==> config.mk <==
export PLATFORM = sky130hd
export DESIGN_NAME = inst_injector
export DESIGN_NICKNAME = d
export VERILOG_FILES = /design/src/rtl/inst_inj_pkg.sv /design/src/rtl/inst_fifo.sv /design/src/rtl/inst_injector.sv
export SDC_FILE = /design/constraint.sdc
export NUM_CORES = 1
export LEC_CHECK = 0
export ABC_AREA = 1
export CAP_MARGIN = 10
export CORE_ASPECT_RATIO = 0.9
export CORE_UTILIZATION = 39
export CTS_CLUSTER_DIAMETER = 40
export DETAILED_ROUTE_END_ITERATION = 8
export PLACE_DENSITY = 0.64
export SLEW_MARGIN = 0
export SYNTH_ARGS = -nofsm -noshare
export SYNTH_HDL_FRONTEND = slang
export SYNTH_SLANG_ARGS = --single-unit
==> constraint.sdc <==
create_clock -name clk -period 3.4 [get_ports clk]
set_input_delay 0.34 -clock clk [delete_from_list [all_inputs] [get_ports clk]]
set_output_delay 0.34 -clock clk [all_outputs]
set_load 0.02 [all_outputs]
==> src/rtl/inst_inj_pkg.sv <==
// Shared types and constants for the external-instruction injector.
package inst_inj_pkg;

    localparam int INST_W = 32;
    localparam logic [INST_W-1:0] NOP_DEFAULT = 32'h0000_0000;

    typedef enum logic [1:0] {
        IDLE  = 2'd0,
        RUN   = 2'd1,
        DRAIN = 2'd2
    } inj_state_t;

endpackage

==> src/rtl/inst_fifo.sv <==
// Synchronous instruction FIFO. The head word is read straight out of the
// storage registers, so it is valid whenever the FIFO is not empty.
// Flush empties the FIFO and drops any push in the same cycle.
module inst_fifo
    import inst_inj_pkg::*;
#(
    parameter int DEPTH = 8,
    parameter int W     = INST_W
) (
    input  logic                     clk_i,
    input  logic                     rst_ni,
    input  logic                     push_i,
    input  logic [W-1:0]             data_i,
    input  logic                     pop_i,
    input  logic                     flush_i,
    output logic [W-1:0]             head_o,
    output logic [$clog2(DEPTH):0]   count_o,
    output logic                     full_o,
    output logic                     empty_o
);

    localparam int AW = $clog2(DEPTH);
    localparam int CW = AW + 1;

    logic [W-1:0]  mem_q [DEPTH];
    logic [AW-1:0] wr_q;
    logic [AW-1:0] rd_q;
    logic [CW-1:0] count_q;
    logic          push_ok_s;
    logic          pop_ok_s;

    assign full_o    = (count_q == CW'(DEPTH));
    assign empty_o   = (count_q == {CW{1'b0}});
    assign push_ok_s = push_i && !full_o && !flush_i;
    assign pop_ok_s  = pop_i && !empty_o && !flush_i;
    assign head_o    = mem_q[rd_q];
    assign count_o   = count_q;

    // Storage write; stale contents are harmless because the pointers gate reads.
    always_ff @(posedge clk_i) begin
        if (push_ok_s) begin
            mem_q[wr_q] <= data_i;
        end
    end

    // Pointer and occupancy update; pointers wrap naturally at a power-of-two depth.
    always_ff @(posedge clk_i) begin
        if (!rst_ni || flush_i) begin
            wr_q    <= {AW{1'b0}};
            rd_q    <= {AW{1'b0}};
            count_q <= {CW{1'b0}};
        end else begin
            if (push_ok_s) begin
                wr_q <= wr_q + {{(AW-1){1'b0}}, 1'b1};
            end
            if (pop_ok_s) begin
                rd_q <= rd_q + {{(AW-1){1'b0}}, 1'b1};
            end
            case ({push_ok_s, pop_ok_s})
                2'b10:   count_q <= count_q + {{(CW-1){1'b0}}, 1'b1};
                2'b01:   count_q <= count_q - {{(CW-1){1'b0}}, 1'b1};
                default: count_q <= count_q;
            endcase
        end
    end

endmodule

==> src/rtl/inst_injector.sv <==
// Host-side driver for the CPU external-instruction override port. Buffers
// host words and issues one registered word per clock while running,
// padding with NOP bubbles when starved and releasing the CPU when idle.
module inst_injector
    import inst_inj_pkg::*;
#(
    parameter int                 DEPTH    = 8,
    parameter logic [INST_W-1:0]  NOP_WORD = NOP_DEFAULT,
    parameter int                 CNT_W    = 16
) (
    input  logic                     clk,
    input  logic                     rst,
    input  logic                     s_valid,
    input  logic [INST_W-1:0]        s_data,
    output logic                     s_ready,
    input  logic                     start,
    input  logic                     stop,
    input  logic                     flush,
    output logic [INST_W-1:0]        extInst,
    output logic                     extInst_en,
    output logic                     busy,
    output logic [$clog2(DEPTH):0]   fifo_count,
    output logic [CNT_W-1:0]         issued_cnt,
    output logic [CNT_W-1:0]         bubble_cnt
);

    inj_state_t          state_q, state_d;
    logic [INST_W-1:0]   inst_q, inst_d;
    logic                en_q, en_d;
    logic [CNT_W-1:0]    iss_q, iss_d;
    logic [CNT_W-1:0]    bub_q, bub_d;
    logic [CNT_W-1:0]    iss_base_s;
    logic [CNT_W-1:0]    bub_base_s;
    logic                do_issue_s;
    logic                clear_s;
    logic                pop_s;
    logic                full_s;
    logic                empty_s;
    logic [INST_W-1:0]   head_s;

    function automatic logic [CNT_W-1:0] sat_inc(input logic [CNT_W-1:0] v);
        return (v == {CNT_W{1'b1}}) ? v : v + {{(CNT_W-1){1'b0}}, 1'b1};
    endfunction

    inst_fifo #(
        .DEPTH (DEPTH),
        .W     (INST_W)
    ) u_fifo (
        .clk_i   (clk),
        .rst_ni  (rst),
        .push_i  (s_valid),
        .data_i  (s_data),
        .pop_i   (pop_s),
        .flush_i (flush),
        .head_o  (head_s),
        .count_o (fifo_count),
        .full_o  (full_s),
        .empty_o (empty_s)
    );

    assign s_ready    = !full_s;
    assign extInst    = inst_q;
    assign extInst_en = en_q;
    assign busy       = (state_q != IDLE);
    assign issued_cnt = iss_q;
    assign bubble_cnt = bub_q;

    // Next-state, issue decision and counter update; flush overrides everything.
    always_comb begin
        state_d    = state_q;
        inst_d     = inst_q;
        en_d       = en_q;
        iss_d      = iss_q;
        bub_d      = bub_q;
        do_issue_s = 1'b0;
        clear_s    = 1'b0;
        pop_s      = 1'b0;

        if (flush) begin
            state_d = IDLE;
            inst_d  = {INST_W{1'b0}};
            en_d    = 1'b0;
        end else begin
            case (state_q)
                IDLE: begin
                    inst_d = {INST_W{1'b0}};
                    en_d   = 1'b0;
                    if (start && !stop) begin
                        state_d    = RUN;
                        clear_s    = 1'b1;
                        do_issue_s = 1'b1;
                    end else begin
                        state_d = IDLE;
                    end
                end
                RUN: begin
                    do_issue_s = 1'b1;
                    state_d    = stop ? DRAIN : RUN;
                end
                DRAIN: begin
                    if (start && !stop) begin
                        state_d    = RUN;
                        do_issue_s = 1'b1;
                    end else if (!empty_s) begin
                        do_issue_s = 1'b1;
                    end else begin
                        state_d = IDLE;
                        inst_d  = {INST_W{1'b0}};
                        en_d    = 1'b0;
                    end
                end
                default: begin
                    state_d = IDLE;
                    inst_d  = {INST_W{1'b0}};
                    en_d    = 1'b0;
                end
            endcase
        end

        // A start from IDLE restarts both counters before this edge's issue is counted.
        iss_base_s = clear_s ? {CNT_W{1'b0}} : iss_q;
        bub_base_s = clear_s ? {CNT_W{1'b0}} : bub_q;

        if (do_issue_s) begin
            en_d = 1'b1;
            if (!empty_s) begin
                pop_s  = 1'b1;
                inst_d = head_s;
                iss_d  = sat_inc(iss_base_s);
                bub_d  = bub_base_s;
            end else begin
                inst_d = NOP_WORD;
                iss_d  = iss_base_s;
                bub_d  = sat_inc(bub_base_s);
            end
        end else begin
            iss_d = iss_q;
            bub_d = bub_q;
        end
    end

    // State, output and counter registers with synchronous active-low reset.
    always_ff @(posedge clk) begin
        if (!rst) begin
            state_q <= IDLE;
            inst_q  <= {INST_W{1'b0}};
            en_q    <= 1'b0;
            iss_q   <= {CNT_W{1'b0}};
            bub_q   <= {CNT_W{1'b0}};
        end else begin
            state_q <= state_d;
            inst_q  <= inst_d;
            en_q    <= en_d;
            iss_q   <= iss_d;
            bub_q   <= bub_d;
        end
    end

endmodule

==> results of run 1 <==
## power by group
part | internal, W | leakage, nW | switching [W]
Sequential | 0.00445 | 2.96 | 0.0000146
Combinational | 0.0000964 | 2.19 | 0.000169
Clock | 0.00290 | 0.750 | 0.00181
Total | 0.00744 | 5.90 | 0.00199
## cell usage in the layout (no fill, tap or decap), types with 8 or more instances in the layout
cell	n
buf_12	8
o32ai_1	64
a21oi_1	20
nor2_4	10
a211oi_1	33
clkbuf_16	46
buf_4	14
o21ai_0	82
nand2_1	164
dfxtp_1	77
nand4_1	12
clkdlybuf4s50_1	108
nor2_1	273
edfxtp_1	256
inv_1	78
nand3_1	49
clkbuf_1	8
## worst max path at each step
stage | to | slack [ps]
detailed placement | bubble_cnt[2] | 700
floorplan | u_fifo.mem_q[0][0] | 180
global placement | u_fifo.count_o[3] | 770
finish | u_fifo.count_o[3] | 1080
CTS | u_fifo.count_o[3] | 1080
global route | u_fifo.count_o[3] | 780
## sequential cells by signal (all words and copies together), names as in the netlist, named ones only
| register | cells |
|---|---|
| extInst | 32 |
| extInst_en | 1 |
| state_q | 2 |
| u_fifo.rd_q | 3 |
| u_fifo.mem_q | 256 |
| u_fifo.count_o | 4 |
| issued_cnt | 16 |
| u_fifo.wr_q | 3 |
| bubble_cnt | 16 |
## layer usage
layer  part of all wire  routed length [um]  vias to the layer above
met4              0.021                 665                        4
li1                   -                   -                     4618
met1               0.45               14600                     4538
met2               0.46               14900                      300
met3              0.069                2230                       51
met5            0.00096                  31                        -
## kinds of logic (layout without fill, tap and decap cells)
kind of cell / Yosys count / in the layout / share of synthesized area
xor gates and xnor gates: 6 / 6 / 0.00384
AOI/OAI and AO/OA: 205 / 205 / 0.0993
DFF: 336 / 336 / 0.678
and+or+nand+nor: 540 / 540 / 0.167
buffers and inverters: 152 / 300 / 0.0449
adders and majority gates: 7 / 7 / 0.00640
## critical path: stages, from the launching register on
cell,delay (ps)
dfxtp_1,390
inv_1,120
nand3_4,190
nand2_1,70
nand2_1,70
nand2_2,70
nor2_4,210
ha_1,250
xor2_1,250
nand3_1,140
o31ai_1,90
o211ai_1,140
o21ai_0,170
a21oi_1,50
## stage by stage
step / total power (W) / utilization / worst slack, ps / cell area, um^2
after floorplan: 0.00467 / - / 178 / 13700
after global placement: 0.00481 / 0.449 / 766 / 15400
after detailed placement: 0.00481 / 0.449 / 697 / 15400
after CTS: 0.00953 / 0.494 / 1080 / 16900
after global routing: 0.00972 / 0.494 / 781 / 16900
final: 0.00943 / 0.494 / 1080 / 16900
## cell type report
type | count | area, um^2 | area share
Multi-Input combinational cell | 758 | 3850 | 0.227
Inverter | 86 | 325 | 0.0192
Tap cell | 462 | 578 | 0.0341
Sequential cell | 336 | 9300 | 0.549
Clock inverter | 27 | 318 | 0.0188
Timing Repair Buffer | 130 | 1350 | 0.0795
Clock buffer | 57 | 1220 | 0.0722
==> key figures, run 1 <==
Logic synthesis
  – Avg Inst Size Synth: 11.0 um^2
  – Post-synth top cells: nor2_1, edfxtp_1, nand2_1
  – Post-synthesis sequential area ratio: 0.678
  – Cell taking the most area after synthesis: edfxtp_1
  – Synthesized area: 0.0137 mm^2
  – Synth Instances: 1246
  – Ys Warns: 0
  – Post-synth top area share: 0.562
  – Post-synth EDFFs: 256
  – Yosys reg bits: 336
  – Most frequent cell after synthesis: nor2_1
  – Net count after synthesis: 1291
  – Synth cell types: 40
  – Post-synthesis async set-or-reset flop share: 0
  – Synth Flop Type: edfxtp_1
  – Synth top area cells: edfxtp_1, dfxtp_1, nor2_1, nand2_1, o32ai_1

Layout
  – Fill cells: 3085
  – Final antenna diode count: 0
  – Share of layout cells above drive strength 1: 0.0983
  – Synthesis-to-layout area growth: 23.7%
  – Non-filler cells, final: 1856
  – Post-layout nets: 1402

Hold path
  – HP Start: start
  – Hold Crit Class: in2reg
  – Hold endpoint: state_q[0]
  – Hold path depth: 3

Critical path
  – Worst setup startpoint: u_fifo.count_o[2]
  – Reg-to-reg setup timing slack: 1080 ps
  – CP max FO: 10
  – Worst Path Arrival: 2760 ps
  – Startpoint Class: register
  – Required time worst endpoint: 3830 ps
  – CP Class: reg2reg
  – Worst R2R End: u_fifo.count_o[3]
  – R2R depth: 13
  – Worst R2R Start: u_fifo.count_o[2]
  – Crit end category: register

GRT
  – Met2 Usage GRT: 0.300
  – Largest net degree at the start of global routing: 79
  – First-pass GRT wire length: 51500 um
  – Number of global-route vias before repair: 9351
  – Met1 usage: 0.250
  – Busiest grt layer: met2
  – Gr usage total: 0.185
  – Initial antenna violation count: 2
  – GRT met3 Usage: 0.0377
  – Grt total ovfl: 0

Detailed routing
  – DRC: 0
  – Iteration-0 DRC Markers: 675
  – WL/cell: 17.5 um
  – Total wire length: 32400 um
  – DRT antenna net count: 0
  – DR vias/cell: 5.12
  – First-pass DRT Iterations: 8
  – Vias: 9511

Die
  – Die extent in y: 180 um
  – Die area: 0.0359 mm^2
  – Top Ports: 109
  – Initial core utilization: 0.399
  – DIE WIDTH: 199 um
  – # rows: 64
  – Core Region: 0.0343 mm^2

Timing
  – Worst slew margin: 0.355
  – Setup TNS: 0 ps
  – Tcrit/Tclk final: 0.683
  – Max Clk Rate: 0.431 GHz
  – Number of setup violations in the final report: 0
  – Measured slew at the worst slew-check pin: 968 ps
  – RSZ-0062 raised after global routing: no
  – Worst Clk Skew: 15.8 ps
  – Worst hold slack: 418 ps
  – Crit path time final: 2320 ps
  – Hold Violations, Final: 0
  – Fin. max-slew vios: 0

Clock network
  – Clock transition at the registers of the reported paths: 50 ps
  – CTS tree: built
  – Num CTS Buffers: 45
  – Post-CTS Hold Fix Bufs: 0
  – H-tree levels: 2
  – Clock Tree Root: clkbuf_16
  – Worst skew pair latency: 560 ps
  – Post-CTS setup buffers: 0
  – Clock tree buffer depth: 3
  – CTS resizes: 0
  – # clock sinks: 336

Flow run
  – Max-cap viol count: 0

Outcome
  – Status: complete, no violations

Placed design
  – PortBufs: 108
  – Final Wtd Congestion: 0.874
  – Dpl cells: 1772
  – DP Wirelength: 18100 um

Pwr
  – Peak supply drop: 334 uV
  – P_leak: 5.90 nW
  – PD cells: 557 mW/mm^2
(Power assumes the default switching activity.)
==> inputs of run 2 (changes only) <==
- clock period: 3.4 -> 2.3 ns (I/O delays scaled with it)
==> run 2 against run 1 <==
- register-to-register slack worse by 850 ps
- worst setup slack got worse by 850 ps
- worst hold slack worse by 130 ps
- clock-buffer cell count shrank 2
- flip-flop and latch count is the same
- power rose by 47%
- non-clock buffer count up 53
- via count grew 2.5%
- routed wire length up 0.29%
- die area stayed put
==> key figures, run 2 (synthesis gave the netlist of run 1 again) <==
Timing
  – Hold Violations, Final: 0 (unchanged)
  – Worst Clk Skew: 15.5 ps (was 15.8 ps)
  – Crit path time final: 2080 ps (was 2320 ps)
  – Number of setup violations in the final report: 0 (unchanged)
  – Final worst-path setup slack: 224 ps (was 1080 ps)
  – Max Clk Rate: 0.482 GHz (was 0.431 GHz)
  – Worst slew margin: 0.543 (was 0.355)
  – Worst hold slack: 291 ps (was 418 ps)
  – Measured slew at the worst slew-check pin: 686 ps (was 968 ps)
  – Fin. max-slew vios: 0 (unchanged)
  – RSZ-0062 raised after global routing: no (unchanged)
  – Tcrit/Tclk final: 0.902 (was 0.683)

Critical path
  – Delay-heaviest family, CP: simple AND/OR/NAND/NOR gates (unchanged)
  – Startpoint Class: register (unchanged)
  – Crit-path slowest cell: dfxtp_1 (unchanged)
  – CP Class: reg2reg (unchanged)
  – Crit end category: register (unchanged)
  – Max incr delay on CP: 410 ps (was 390 ps)
  – Buffer and inverter count on the worst path: 1 (unchanged)
  – CP max FO: 22 (was 10)
  – Cell Chain, Critical Path: nor2_2, nand3_4, buf_4, nand2_1, nor2_2, nand2_1, nor2_2, nand3_2, nand3_1, nand2_1, nand2_1, nor2_1 (was inv_1, nand3_4, nand2_1, nand2_1, nand2_2, nor2_4, ha_1, xor2_1, nand3_1, o31ai_1, o211ai_1, o21ai_0, a21oi_1)
  – Required time worst endpoint: 2710 ps (was 3830 ps)
  – Worst Path Arrival: 2490 ps (was 2760 ps)
  – Crit-path most repeated cell: nand2_1 (unchanged)

Layout
  – Fill cells: 3033 (was 3085)
  – Share of layout cells above drive strength 1: 0.134 (was 0.0983)
  – Most common cell after layout, fill and taps aside: nor2_1 (unchanged)
  – Post-layout nets: 1454 (was 1402)
  – Core Util, Final: 0.509 (was 0.494)
  – Final antenna diode count: 0 (unchanged)
  – Final Instance Area: 0.0174 mm^2 (was 0.0169 mm^2)
  – Max reg flops: 256 (unchanged)
  – Synthesis-to-layout area growth: 27.4% (was 23.7%)
  – Commonest cells after routing, fill and taps aside: nor2_1, edfxtp_1, nand2_1, clkdlybuf4s50_1, o21ai_0 (unchanged)
  – Top reg by flops: u_fifo.mem_q (unchanged)

Die
  – Initial core utilization: 0.399 (unchanged)
  – DIE WIDTH: 199 um (unchanged)
  – # rows: 64 (unchanged)
  – Die area: 0.0359 mm^2 (unchanged)
  – Top Ports: 109 (unchanged)
  – Core Region: 0.0343 mm^2 (unchanged)
  – Die extent in y: 180 um (unchanged)

Placed design
  – PortBufs: 108 (unchanged)
  – Final Wtd Congestion: 0.860 (was 0.874)
  – Placed inst area: 0.0159 mm^2 (was 0.0154 mm^2)
  – DP Wirelength: 19800 um (was 18100 um)
  – Dpl ws: -122 ps (was 697 ps)

Clock network
  – Clock transition at the registers of the reported paths: 50 ps (about the same)
  – Num CTS Buffers: 44 (was 45)
  – CTS resizes: 0 (unchanged)
  – Clock Tree Root: clkbuf_16 (unchanged)
  – CTS tree: built (unchanged)
  – # clock sinks: 336 (unchanged)
  – H-tree levels: 2 (unchanged)
  – Clock tree buffer depth: 3 (unchanged)
  – Post-CTS Hold Fix Bufs: 0 (unchanged)
  – Post-CTS setup buffers: 0 (unchanged)
  – Worst skew pair latency: 540 ps (was 560 ps)

Pwr
  – PD cells: 797 mW/mm^2 (was 557 mW/mm^2)
  – Pwr Total: 0.0139 W (was 0.00943 W)
  – Pint: 0.0110 W (was 0.00744 W)
  – Switch share: 0.208 (was 0.211)
  – Combinational Power Share: 0.031 (was 0.028)
  – Clk pwr share: 0.495 (was 0.499)
  – Peak supply drop: 649 uV (was 334 uV)
  – Switching Power: 0.00290 W (was 0.00199 W)
  – P_leak: 6.20 nW (was 5.90 nW)
  – Sequential power share: 0.474 (was 0.473)

Outcome
  – Status: complete, no violations (unchanged)

Flow run
  – Max-cap viol count: 0 (unchanged)

GRT
  – Grt total ovfl: 0 (unchanged)
  – Largest net degree at the start of global routing: 64 (was 79)
  – Gr usage total: 0.184 (was 0.185)
  – First-pass GRT wire length: 51400 um (was 51500 um)
  – Initial antenna violation count: 4 (was 2)
  – Number of global-route vias before repair: 9507 (was 9351)

Detailed routing
  – DRC: 0 (unchanged)
  – Vias: 9748 (was 9511)
  – DRT antenna net count: 0 (unchanged)
  – Iteration-0 DRC Markers: 672 (was 675)
  – First-pass DRT Iterations: 5 (was 8)
  – WL/cell: 17.0 um (was 17.5 um)
  – Total wire length: 32500 um (was 32400 um)
  – DR vias/cell: 5.11 (was 5.12)

Hold path
  – Hold Crit Class: in2reg (unchanged)
run 2: cell count changes in the layout (fill, tap and decap cells not counted), moves of 2 or more:
cell,previous run,this run
clkinv_4,4,8
inv_6,0,3
clkinv_8,3,1
buf_12,8,18
clkbuf_8,3,1
buf_4,14,57
clkinv_1,5,2
inv_8,3,1
run 2: final timing paths:
kind,from,to,slack [ps],cells past startpoint
setup / recovery,state_q[1],bubble_cnt[9],220,12
hold / removal,start,state_q[0],290,3
setup reg to reg,state_q[1],bubble_cnt[9],220,12
hold reg to reg,u_fifo.rd_q[2],register,460,2
run 2: worst reg2reg max path, delay by kind of cell, from the launching register on:
kind | cells | cell delay [ps]
buffers and inverters | 1 | 280
DFF | 1 | 410
and+or+nand+nor | 11 | 1240
run 2: area by class of cell:
class | count | area, um^2 | share of cell area
sequential | 336 | 9300 | 0.533
inverter | 86 | 325 | 0.0187
multi-input combinational | 758 | 3860 | 0.221
tap | 462 | 578 | 0.0331
clock inverter | 27 | 294 | 0.0169
timing repair buffer | 183 | 1870 | 0.107
clock buffer | 55 | 1220 | 0.0697
run 2: metal layers:
metal	global-route usage	vias up	wire (um)
met5	0	-	32
met3	0.0418	47	2080
li1	-	4720	-
met2	0.297	276	15300
met4	0.0537	4	539
met1	0.245	4701	14500
run 2: stage by stage:
stage	instances	TNS (ps)
after floorplan	1246	-20140
after global placement	1825	-439
after detailed placement	1825	-1480
after CTS	1907	0
after global routing	1907	0
final	1907	0
run 2: power by group through the flow:
stage	sequential, W	clock [W]	combinational (W)
2_1_floorplan	0.00673	0	0.000183
3_3_place_gp	0.00672	0	0.000423
3_5_place_dp	0.00672	0	0.000433
4_1_cts	0.00659	0.00701	0.000435
5_1_grt	0.00659	0.00727	0.000473
6_report	0.00659	0.00687	0.000432
